<file path="config.mk">
export PLATFORM = sky130hd
export DESIGN_NAME = change_dispenser
export DESIGN_NICKNAME = d
export VERILOG_FILES = /design/src/rtl/change_dispenser.sv
export SDC_FILE = /design/constraint.sdc
export NUM_CORES = 1
export LEC_CHECK = 0
export ABC_AREA = 0
export CAP_MARGIN = 30
export CORE_AREA = 2 2 63 65
export CTS_BUF_LIST = sky130_fd_sc_hd__clkbuf_4
export CTS_CLUSTER_SIZE = 8
export DETAILED_ROUTE_END_ITERATION = 8
export DIE_AREA = 0 0 65 67
export HOLD_SLACK_MARGIN = 0.06
export PLACE_DENSITY = 0.78
export RECOVER_POWER = 100
export SKIP_CTS_REPAIR_TIMING = 1
export SLEW_MARGIN = 20
export SYNTH_ARGS = -nofsm -noshare
export SYNTH_HDL_FRONTEND = slang
export SYNTH_SLANG_ARGS = --single-unit
</file>
<file path="constraint.sdc">
create_clock -name clk -period 1.9 [get_ports clk]
set_input_delay 0.285 -clock clk [delete_from_list [all_inputs] [get_ports clk]]
set_output_delay 0.285 -clock clk [all_outputs]
set_load 0.02 [all_outputs]
</file>
<file path="src/rtl/change_dispenser.sv">
// change_dispenser: takes a change amount and ejects it one coin at a time,
// largest coin first. Each coin waits for coin_ack, bounded by a timeout.
// Tracks the stock of both coins and reports done, shortfall and error.
module change_dispenser #(
  parameter int unsigned AMOUNT_W      = 5,
  parameter int unsigned COIN_HI       = 10,
  parameter int unsigned COIN_LO       = 5,
  parameter int unsigned STOCK_W       = 4,
  parameter int unsigned INIT_STOCK_HI = 8,
  parameter int unsigned INIT_STOCK_LO = 8,
  parameter int unsigned TIMEOUT       = 16
) (
  input  logic                clk,
  input  logic                reset,
  input  logic                dispense_start_i,
  input  logic [AMOUNT_W-1:0] change_amount_i,
  input  logic                refill_i,
  input  logic                coin_ack_i,
  output logic                eject_hi_o,
  output logic                eject_lo_o,
  output logic                busy_o,
  output logic                done_o,
  output logic [AMOUNT_W-1:0] shortfall_o,
  output logic                error_o,
  output logic [STOCK_W-1:0]  stock_hi_o,
  output logic [STOCK_W-1:0]  stock_lo_o
);

  // Counter only has to reach TIMEOUT-1; the timeout fires on that cycle.
  localparam int unsigned CNT_W = (TIMEOUT > 2) ? $clog2(TIMEOUT) : 1;

  typedef enum logic [1:0] {
    IDLE   = 2'd0,
    SELECT = 2'd1,
    EJECT  = 2'd2,
    DONE   = 2'd3
  } state_e;

  state_e              state_q, state_d;
  logic [AMOUNT_W-1:0] rem_q, rem_d;
  logic [CNT_W-1:0]    cnt_q, cnt_d;
  logic                eject_hi_q, eject_hi_d;
  logic                eject_lo_q, eject_lo_d;
  logic                busy_q, busy_d;
  logic                done_q, done_d;
  logic [AMOUNT_W-1:0] shortfall_q, shortfall_d;
  logic                error_q, error_d;
  logic [STOCK_W-1:0]  stock_hi_q, stock_hi_d;
  logic [STOCK_W-1:0]  stock_lo_q, stock_lo_d;

  // Next-state and registered-output logic.
  always_comb begin
    state_d     = state_q;
    rem_d       = rem_q;
    cnt_d       = cnt_q;
    eject_hi_d  = eject_hi_q;
    eject_lo_d  = eject_lo_q;
    done_d      = 1'b0;
    shortfall_d = shortfall_q;
    error_d     = error_q;
    stock_hi_d  = stock_hi_q;
    stock_lo_d  = stock_lo_q;

    unique case (state_q)
      IDLE: begin
        if (refill_i) begin
          stock_hi_d = STOCK_W'(INIT_STOCK_HI);
          stock_lo_d = STOCK_W'(INIT_STOCK_LO);
        end
        if (dispense_start_i) begin
          rem_d       = change_amount_i;
          shortfall_d = '0;
          error_d     = 1'b0;
          state_d     = SELECT;
        end
      end
      SELECT: begin
        if (rem_q >= AMOUNT_W'(COIN_HI) && stock_hi_q != '0) begin
          eject_hi_d = 1'b1;
          cnt_d      = '0;
          state_d    = EJECT;
        end else if (rem_q >= AMOUNT_W'(COIN_LO) && stock_lo_q != '0) begin
          eject_lo_d = 1'b1;
          cnt_d      = '0;
          state_d    = EJECT;
        end else begin
          shortfall_d = rem_q;
          error_d     = (rem_q != '0);
          done_d      = 1'b1;
          state_d     = DONE;
        end
      end
      EJECT: begin
        if (coin_ack_i) begin
          if (eject_hi_q) begin
            rem_d      = rem_q - AMOUNT_W'(COIN_HI);
            stock_hi_d = stock_hi_q - STOCK_W'(1);
          end else begin
            rem_d      = rem_q - AMOUNT_W'(COIN_LO);
            stock_lo_d = stock_lo_q - STOCK_W'(1);
          end
          eject_hi_d = 1'b0;
          eject_lo_d = 1'b0;
          state_d    = SELECT;
        end else if (cnt_q == CNT_W'(TIMEOUT - 1)) begin
          // Unacknowledged coin is not deducted from the amount.
          eject_hi_d  = 1'b0;
          eject_lo_d  = 1'b0;
          shortfall_d = rem_q;
          error_d     = 1'b1;
          done_d      = 1'b1;
          state_d     = DONE;
        end else begin
          cnt_d = cnt_q + CNT_W'(1);
        end
      end
      DONE: begin
        state_d = IDLE;
      end
      default: begin
        state_d = IDLE;
      end
    endcase

    busy_d = (state_d != IDLE);
  end

  // State and output registers with synchronous reset.
  always_ff @(posedge clk) begin
    if (reset) begin
      state_q     <= IDLE;
      rem_q       <= '0;
      cnt_q       <= '0;
      eject_hi_q  <= 1'b0;
      eject_lo_q  <= 1'b0;
      busy_q      <= 1'b0;
      done_q      <= 1'b0;
      shortfall_q <= '0;
      error_q     <= 1'b0;
      stock_hi_q  <= STOCK_W'(INIT_STOCK_HI);
      stock_lo_q  <= STOCK_W'(INIT_STOCK_LO);
    end else begin
      state_q     <= state_d;
      rem_q       <= rem_d;
      cnt_q       <= cnt_d;
      eject_hi_q  <= eject_hi_d;
      eject_lo_q  <= eject_lo_d;
      busy_q      <= busy_d;
      done_q      <= done_d;
      shortfall_q <= shortfall_d;
      error_q     <= error_d;
      stock_hi_q  <= stock_hi_d;
      stock_lo_q  <= stock_lo_d;
    end
  end

  assign eject_hi_o  = eject_hi_q;
  assign eject_lo_o  = eject_lo_q;
  assign busy_o      = busy_q;
  assign done_o      = done_q;
  assign shortfall_o = shortfall_q;
  assign error_o     = error_q;
  assign stock_hi_o  = stock_hi_q;
  assign stock_lo_o  = stock_lo_q;

endmodule

</file>
* Word-level counts from Yosys, hierarchy flattened
Index checks and enable logic that the tools add are counted.
** Word-level totals
- Register bits :: 29
** Cells by class
- Add/subtract/negate cells :: 5
- Order comparisons :: 2
- Equality and inequality tests :: 18
- Muxes and demuxes :: 46
- Reductions and logical operators :: 17
** Operator list (count)
- $mux 5 :: 8
- $mux 4 :: 9
- $ne 2x2->1 const B :: 12
- $pmux 4 s2 :: 3
- $mux 1 :: 16
- $reduce_and 4->1 :: 4
- $pmux 5 s3 :: 1
- $pmux 5 s2 :: 1
- $pmux 2 s4 :: 1
- $reduce_bool 4->1 :: 2
- $sub 4x1->4 const B :: 2
- $mux 2 :: 3
- $ne 3x3->1 const B :: 2
- $pmux 1 s2 :: 3
- $reduce_and 3->1 :: 2
- $reduce_and 6->1 :: 1
- $reduce_bool 2->1 :: 3
- $ge 5x3->1 const B :: 1
- $ge 5x4->1 const B :: 1
- $reduce_bool 5->1 :: 1
- $sub 5x3->5 const B :: 1
- $sub 5x4->5 const B :: 1
- $add 4x1->4 const B :: 1
- $eq 2x2->1 const B :: 2
- other kinds (6) :: 7

* Longest topological paths before layout
- Depth in word-level cells :: 6
- Gate-level depth with buffers :: 9

* Worst setup path before layout
Ideal clock, no wire load.
- Path type :: register to register
- Start point :: register rem_q[0]
- End point :: register cnt_q[0]
- Setup time :: 116 ps
- Arrival time :: 1679 ps
- Setup slack :: 105 ps
- Stages on the path, launching flop included :: 8
- Path buffers :: 0
- Cell sequence :: dfxtp_1 > inv_1 > ha_1 > and3b_1 > o32a_4 > o31a_1 > xnor2_1 > nor2_1
** On the way
- Word-level cells in the longest chain between the ends :: 4
** RTL lines
- from (decl) :: line 40 : logic [AMOUNT_W-1:0] rem_q, rem_d;
- from (signal assigned) :: line 144 : rem_q <= rem_d;
- $ge 5x4->1 or $ge 5x3->1 (tied branches) :: line 78, 82
- $logic_and 1x1->1, on equally long branches :: line 78, 82
- $ne 3x3->1 (no line) or $mux 4 (tied branches)
- $reduce_and 4->1 (no line) or $pmux 4 s2 (tied branches)
- to (signal assigned) :: line 145 : cnt_q <= cnt_d;
- to (decl) :: line 41 : logic [CNT_W-1:0] cnt_q, cnt_d;
Several ways; a longest one is shown, not always the timed one.
A chain may end at the register's enable or synchronous reset.

* Worst setup path in the final report
- Start point :: register rem_q[0]
- End point :: register shortfall_q[3] (netlist: shortfall_o[3])
** On the way
- Word-level cells in the longest chain between the ends :: 4
** RTL lines
- $ge 5x3->1 or $ge 5x4->1 (tied branches) :: line 82, 78
- $logic_and 1x1->1, on equally long branches :: line 82, 78
- $ne 2x2->1 (no line)
- $reduce_and 6->1 (no line) (*)
- to (signal assigned) :: line 150 : shortfall_q <= shortfall_d;
- to (decl) :: line 46 : logic [AMOUNT_W-1:0] shortfall_q, shortfall_d;
Mark *: on every way between the ends. The rest lies on a longest branch, timed or not.

==> impl_results.md <==
- Post-layout total power: 0.002376 W
- Most frequent cells after synthesis: dfxtp_1 (29), a21oi_1 (22), nor2_1 (18)
- Largest net degree at the start of global routing: 13
- Die width: 65 microns
- Grt ovf: 0
- Worst Path Required: 2180 ps
- Routability-driven placement congestion ratio: 0.8959
- Area of the multi-input gates: 1224 sq um
- Power Density: 999.4 nW/um^2
- Leakage: 0.9135 nW
- Setup-failing EPs final: 0
- Worst skew pair latency: 340 ps
- Vias in the first global route: 1,589
- VDD IR-drop max: 616.9 uV
- Area Overhead vs Synth: 33.15%
- Kind of critical path: reg -> reg
- Area contributors post-synth: dfxtp_1 (33%), ha_1 (11%), a21oi_1 (6.2%)
- H-tree depth: 2
- CTS max path bufs: 2
- First DRT Iteration DRCs: 79
- Period utilization: 0.9722
- Mapped Cells: 208
- CP peak stage delay: 380 ps
- Hold Slack: 477.9 ps
- Switch share: 0.3979
- Register area share after synthesis: 0.3252
- CP max-delay cell: o32a_4
- Share of post-route cells with drive strength above 1: 0.2126
- Max_cap viols: 0
- Final hold violations: 0
- Max_slew headroom: 0.7152
- Avg Inst Size Synth: 8.584 sq um
- DP Cell Count: 294
- Ys async rst share: 0
- Yosys warning count: 0
- CTS tree: done
- Met2 Track Usage GR: 0.3582
- Sequential fraction of design power: 0.346
- Clock Sinks: 29
- Cell Area, Synth: 1785 sq um
- Top cell type's share of synthesized area: 0.3252
- Critical Path, Cell by Cell: inv_2 -> ha_1 -> and3b_2 -> o32a_4 -> o21ai_4 -> nand4_1 -> a21oi_1
- Setup crit start kind: flip-flop
- Vias: 1,714
- Hold Path Class: reg -> reg
- Total GRT Usage: 0.2124
- Fin nets: 279
- Most Crowded Layer GR: met2
- Clk slew on worst S/H paths: 90 ps
- IO Port Bufs: 27
- Reg area: 586.8 sq um
- Die Height: 67 microns
- Syn Nets: 234
- Internal Power: 0.001430 W
- Max Slew Vio Count: 0
- ANT cells: 0
- Met1 GRT Util: 0.2572
- Status: finished clean
- Yosys reg bits: 29
- Ys flop type: dfxtp_1
- Fill cells: 290
- Fin cells: 302
- Achievable Freq: 541.3 MHz
- Root Buffer Master: clkbuf_4
- Arr. time, crit path: 2120 ps
- Met3 usage: 0.04561
- Leading area contributor after synthesis: dfxtp_1
- Core area: 3606 sq um
- Initial antenna violation count: 0
- Sw power: 0.0009455 W
- Ports: 28
- Avg WL per Cell: 14.61 microns
- Top-count cell post-synth: dfxtp_1
- Part of the power in the clock network: 0.169
- Crit path max fanout: 7
- Final wirelength: 4413 microns
- DRC viols: 0
- Die footprint: 4355 sq um
- Remaining antenna violation count after routing: 0
- TritonRoute pass-1 iters: 4
- Tightest Pin Transition: 426.6 ps
- Logic pwr share: 0.485
- Post-synth EDFFs: 0
- Dpl cell area: 2218 sq um
- Post-route clock skew: 3.271 ps
- Design Area, Final: 2377 sq um
- Inserted Clock Buffers: 5
- Dpl hpwl: 3213 microns
- Vias/cell: 5.675
- Yosys cell types: 47
- FP Rows: 22
- Tmin final: 1847 ps
- Critical Path End Type: flip-flop
- First-pass GRT wire length: 7107 microns
- Initial Utilization: 0.4951
[cells in the final DEF (no fill, tap or decap), drive strengths merged, types with 2 or more instances in the layout]
cell	count
a22oi	2
inv	13
buf	17
a21oi	24
a211oi	3
a21o	3
clkbuf	8
nand4	9
ha	16
o211ai	3
nor2b	6
clkdlybuf4s50	18
xnor2	5
or3	2
nor3	5
dlygate4sd3	9
a31oi	3
nor2	18
o21ai	16
xor2	3
dfxtp	29
nand2b	8
nand3	7
mux2i	2
nand2	6
nor4	2
[routing by layer]
| layer | part of all wire | vias up | routed length [microns] |
|---|---|---|---|
| met3 | 0.045 | 14 | 200 |
| li1 | - | 841 | - |
| met4 | 0.029 | 0 | 130 |
| met1 | 0.43 | 814 | 1900 |
| met5 | 0 | - | 0 |
| met2 | 0.49 | 45 | 2181 |
[area by class of cell]
class / count / area share
clock buffer: 8 / 0.02526
multi-input combinational: 160 / 0.5147
inverter: 13 / 0.02053
timing repair buffer: 44 / 0.1674
sequential: 29 / 0.2468
tap: 48 / 0.02526
[critical path: cells and delay by family (launching register included)]
kind | cells | cell delay, ps
compound gates | 3 | 780
fa+ha+maj | 1 | 210
buf+inv | 1 | 60
flops | 1 | 370
simple gates | 2 | 380
[flip-flops by register name, summed over array words and instances (netlist names)]
register and cells:
cnt_q 4, error_o 1, stock_hi_o 4, eject_hi_o 1, stock_lo_o 4, shortfall_o 5
busy_o 1, state_q 2, eject_lo_o 1, done_o 1, rem_q 5
[metrics by stage]
stage / utilization / setup TNS (ps) / setup WS [ps]
2_1_floorplan: - / 0 / 104.8
3_3_place_gp: 0.6152 / 0 / 42.51
4_1_cts: 0.6319 / -16.50 / -15.88
5_1_grt: 0.6593 / -65.39 / -25.13
6_report: 0.6593 / 0 / 52.73
3_5_place_dp: 0.6152 / 0 / 9.648
[power by group through the flow]
stage                     combinational, W  clock [W]  sequential, W
after floorplan                   0.000654          0       0.000849
after global placement             0.00103          0       0.000812
after detailed placement           0.00104          0       0.000817
after CTS                          0.00105   0.000399       0.000803
after global routing               0.00126   0.000442       0.000838
final                              0.00115   0.000401       0.000822
[path summary, 6_finish.rpt]
kind | start | endpoint | slack, ps | cells past startpoint
setup / recovery | rem_q[0]$_SDFFE_PP0P_ | shortfall_o[3]$_SDFFE_PP0P_ | 50 | 7
hold / removal | shortfall_o[3]$_SDFFE_PP0P_ | shortfall_o[3]$_SDFFE_PP0P_ | 480 | 2
setup reg to reg | rem_q[0]$_SDFFE_PP0P_ | shortfall_o[3]$_SDFFE_PP0P_ | 50 | 7
hold reg to reg | shortfall_o[3]$_SDFFE_PP0P_ | shortfall_o[3]$_SDFFE_PP0P_ | 480 | 2
[kinds of logic after synthesis]
family | after synthesis | synth area share
AOI/OAI and AO/OA | 65 | 0.2607
DFF | 29 | 0.3252
adders and majority gates | 16 | 0.1121
and+or+nand+nor | 68 | 0.2039
xor gates and xnor gates | 8 | 0.03924
muxes | 3 | 0.01752
buffers and inverters | 19 | 0.04135
No activity file was read; power rests on OpenSTA's default activity.
==> variant 1, RTL diff (same settings) <==
`TIMEOUT`: 16 -> 32.
--- a/src/rtl/change_dispenser.sv
+++ b/src/rtl/change_dispenser.sv
@@ -8,7 +8,7 @@
   parameter int unsigned STOCK_W       = 4,
   parameter int unsigned INIT_STOCK_HI = 8,
   parameter int unsigned INIT_STOCK_LO = 8,
-  parameter int unsigned TIMEOUT       = 16
+  parameter int unsigned TIMEOUT       = 32
 ) (
   input  logic                clk,
   input  logic                reset,
Check against the original RTL: same outputs for any inputs over 10 cycles, from zero or initial values and one cycle with reset high; that may be too few to reach the edited logic, so the function may still have changed.
==> variant 1 against the unedited design <==
The run now ends with negative setup slack left; global-route usage grew 0.68 points; maximum frequency shrank 3.1%; critical endpoint is now error_o; sequential share of layout area shrank 0.66 points; synthesized area grew 3.0%; count of clock-buffer cells in the layout shrank 3; routed wire length grew 4.8%; sequential power shrank 6.2%; core utilization grew 3.7 points; worst setup slack lost 0.058 ns; highest routed layer unchanged; critical path depth is the same; cell area grew 5.6%; sequential cell count grew 1; power shrank 13%.
==> variant 1: results <==
group,metric,value,unit
run_status,status,"finished, violations left",
run_status,violations,"negative setup slack",
routing,highest_layer,"met4",
synth,async_flop_share,0,%
synth,synth_cell_types,50,
placement,io_buffers,27,
synth,ys_seq_area_share,32.7,%
synth,synth_area_leaders,"dfxtp_1 (33%), ha_1 (12%), nor2_1 (3.9%)",
global_routing,grt_max_degree,18,
routing,via_per_inst,5.51,
synth,syn_nets,242,
routing,wl_met3,199,microns
placement,gp_congestion,0.897,
worst_setup_path,slowest_stage,"o32ai_4",
worst_setup_path,crit_fanout,6,
cells_and_area,drive_above_1_share,24.9,%
worst_setup_path,r2r-start,"rem_q[0]",
clock_tree,clockBufferDepth,2,
routing,wl_met2,2350,microns
sta,setup_viol,1,
min_path,hold_path.class,"reg2reg",
power_and_ir_drop,leakage,1.04,nW
min_path,hold_depth,1,
routing,wl,4630,microns
sta,clock_skew,0.00473,ns
worst_setup_path,r2r_cells,7,
worst_setup_path,crit_path_max_incr_delay,0.40,ns
global_routing,grt_pass1_wl,7200,microns
placement,dp_hpwl,3410,microns
sta,worst_pin_slew,0.420,ns
min_path,min_from,"shortfall_o[3]",
synth,yosys-top-cells-count,"dfxtp_1 (30), nor2_1 (19), ha_1 (17), inv_1 (15), nand2_1 (15)",
synth,synth_warnings,0,
cells_and_area,diodes,0,
clock_tree,cts_buffers,5,
power_and_ir_drop,ir_drop,0.000590,V
clock_tree,root_buffer,"clkbuf_4",
clock_tree,cts.clk_slew.worst_paths,0.10,ns
cells_and_area,fillers,293,
global_routing,grt_pass1_vias,1620,
routing,drtIter0Drc,59,
routing,m1WireLength,2040,microns
global_routing,antenna_found_initial,0,
clock_tree,cts_max_level,2,
global_routing,grt_usage,21.9,%
clock_tree,insertion_delay,0.34,ns
routing,first_pass_iters,4,
cells_and_area,fin_nets,299,
worst_setup_path,crit_arrival,2.14,ns
worst_setup_path,startpoint_type,"register",
sta,fin_ws,-0.00554,ns
-- variant 1: cell count changes after synthesis, moves of 6 or more --
cell / before / now
a31o_1: 0 / 6
nand2_1: 6 / 15
nand4_1: 9 / 3
a21oi_1: 22 / 13
-- variant 1: path summary, 6_finish.rpt --
path | end
max | error_o
min | shortfall_o[3]
max reg2reg | error_o
min reg2reg | shortfall_o[3]
-- variant 1: final cells by class --
class / count / area share [%]
clock buffer: 5 / 1.50
clock inverter: 3 / 0.648
inverter: 16 / 2.49
multi-input combinational: 160 / 48.4
sequential: 30 / 24.0
tap: 48 / 2.39
timing repair buffer: 59 / 20.5
-- variant 1: worst max-delay path: cells and delay by family (launching register included) --
kind | cells | cell delay (ns)
AO/OA/AOI/OAI | 3 | 0.85
flip-flops | 1 | 0.35
buffers and inverters | 2 | 0.23
AND/OR/NAND/NOR | 1 | 0.22
adder cells (fa/ha/maj) | 1 | 0.16
-- variant 1: through the flow --
stage	hold WS (ns)	std cells	cell area [sq um]	setup TNS, ns	setup WS (ns)
finish	0.480	321	2510	-0.00554	-0.00554
CTS	0.490	316	2400	-0.0711	-0.0280
detailed placement	0.467	308	2340	0	0.00206
floorplan	0.439	215	1860	0	0.0162
global route	0.503	321	2510	-0.723	-0.126
global placement	0.459	308	2340	0	0.0320
-- variant 1: logic make-up after synthesis --
group | Yosys count | share of synthesized area, %
AO/OA/AOI/OAI | 56 | 22.3
XOR/XNOR | 7 | 3.33
adder cells (fa/ha/maj) | 17 | 11.6
buffers and inverters | 25 | 5.92
flip-flops | 30 | 32.7
multiplexers | 5 | 2.93
AND/OR/NAND/NOR | 75 | 21.3
-- variant 1: power by group --
| part | total [mW] | switching (mW) | internal, mW |
|---|---|---|---|
| registers | 0.771 | 0.0714 | 0.700 |
| clock network | 0.376 | 0.238 | 0.137 |
| logic | 0.919 | 0.477 | 0.442 |
| total | 2.07 | 0.787 | 1.28 |
-- variant 1: routing by layer --
| layer | GRT usage (%) | up-vias |
|---|---|---|
| li1 | - | 876 |
| met1 | 24.4 | 846 |
| met2 | 40.5 | 41 |
| met3 | 6.08 | 6 |
| met4 | 6.38 | 0 |
| met5 | 0 | - |
==> variant 2, RTL diff (same settings) <==
Made on the original files. Register the output `error_o` once more, with the module's reset; this adds one clock of latency there. The other outputs are not delayed to match.
--- a/src/rtl/change_dispenser.sv
+++ b/src/rtl/change_dispenser.sv
@@ -159,7 +159,13 @@
   assign busy_o      = busy_q;
   assign done_o      = done_q;
   assign shortfall_o = shortfall_q;
-  assign error_o     = error_q;
+  always_ff @(posedge clk) begin
+    if (reset) begin
+      error_o <= '0;
+    end else begin
+      error_o <= error_q;
+    end
+  end
   assign stock_hi_o  = stock_hi_q;
   assign stock_lo_o  = stock_lo_q;
 
Behaviour: not the same (a bounded check fails within 4 cycles, from zero or initial values and one cycle with reset high).
==> variant 2 against the unedited design <==
The run now ends with negative setup slack left; worst hold slack better by 0.015 ns; worst setup slack worse by 0.071 ns; routed wire length rose by 12%; sequential cell count rose by 1; power rose by 10%; cell area rose by 11%; final cell count is 9.6% higher; synthesized area is 5.6% higher; sequential power barely moved; critical path type unchanged; critical endpoint is now error_q; largest cell class unchanged.
==> variant 2: results <==
group,metric,value,unit
sta,setup_viol,1,
synth,synth_area_leaders,"dfxtp_1 (32%), ha_1 (11%), nand2_1 (3.8%)",
worst_setup_path,r2r-end,"error_q",
worst_setup_path,crit_arrival,2.17,ns
worst_setup_path,crit_fanout,6,
min_path,min_from,"error_q",
power_and_ir_drop,ir_drop,0.000620,V
placement,gp_congestion,0.851,
min_path,hold_depth,1,
sta,fin_ws,-0.0185,ns
run_status,violations,"negative setup slack",
worst_setup_path,slowest_stage,"or3_4",
global_routing,grt_pass1_wl,8380,microns
power_and_ir_drop,leakage,1.07,nW
cells_and_area,fillers,262,
synth,ys_seq_area_share,31.9,%
clock_tree,cts.clk_slew.worst_paths,0.11,ns
min_path,min_to,"error_o",
synth,syn_nets,246,
synth,synth_cell_types,53,
placement,dp_hpwl,3690,microns
cells_and_area,drive_above_1_share,29.3,%
worst_setup_path,cp_top_family,"simple AND/OR/NAND/NOR gates",
global_routing,grt_pass1_vias,1863,
run_status,status,"finished, violations left",
synth,yosys-top-cells-count,"dfxtp_1 (30), nand2_1 (19), ha_1 (16), inv_1 (16), nor2_1 (15)",
global_routing,grt_max_degree,21,
-- variant 2: worst reg2reg max path: stages, from the launching register on --
cell	delay, ns
dfxtp_2	0.37
inv_2	0.04
ha_2	0.16
and3b_1	0.20
o311a_4	0.32
or3_4	0.42
mux2_4	0.31
-- variant 2: metrics by stage --
| step | utilization (%) | std cells | instance area (sq um) | setup TNS [ns] | worst slack [ns] |
|---|---|---|---|---|---|
| after floorplan | - | 220 | 1930 | -0.0642 | -0.0642 |
| after global placement | 69.3 | 323 | 2500 | -0.990 | -0.238 |
| after detailed placement | 69.3 | 323 | 2500 | -1.37 | -0.261 |
| after CTS | 71.6 | 331 | 2580 | -0.319 | -0.101 |
| after global routing | 73.1 | 331 | 2640 | -0.180 | -0.0552 |
| final | 73.1 | 331 | 2640 | -0.0185 | -0.0185 |
-- variant 2: area by class of cell --
type,instances,area (sq um),share of cell area [%]
Clock buffer,5,37.5,1.42
Clock inverter,3,45.0,1.71
Timing Repair Buffer,68,571,21.6
Tap cell,48,60.1,2.28
Inverter,16,62.6,2.37
Sequential cell,30,612,23.2
Multi-Input combinational cell,161,1250,47.4
-- variant 2: cell families (layout without fill, tap and decap cells) --
family                   count (synthesis)  count (layout)  share of synthesized area [%]
AO/OA/AOI/OAI                           59              59                           24.7
multiplexers                             7               7                           4.25
XOR/XNOR                                 6               6                           2.79
buffers and inverters                   29              92                           6.30
flip-flops                              30              30                           31.9
AND/OR/NAND/NOR                         73              73                           19.5
adder cells (fa/ha/maj)                 16              16                           10.6
-- variant 2: worst max-delay path by stage --
stage | slack (ns) | from | end
2_1_floorplan | -0.06 | rem_q[0] | error_q
3_3_place_gp | -0.24 | coin_ack_i | error_q
3_5_place_dp | -0.26 | coin_ack_i | error_q
4_1_cts | -0.10 | rem_q[1] | error_q
5_1_grt | -0.06 | rem_q[1] | error_q
6_report | -0.02 | rem_q[0] | error_q
-- variant 2: power by group --
part | switching, mW | leakage [nW] | internal, mW
registers | 0.0961 | 0.248 | 0.724
clock network | 0.249 | 0.0374 | 0.276
logic | 0.658 | 0.787 | 0.609
total | 1.00 | 1.07 | 1.61
-- variant 2: routing by layer --
metal  up-vias  routed length, microns  track usage, %
met5         -                       0               0
met4         0                      79            8.78
met3         9                     196            5.57
met2        43                    2400            42.8
met1       904                    2270            31.3
li1        942                       -               -
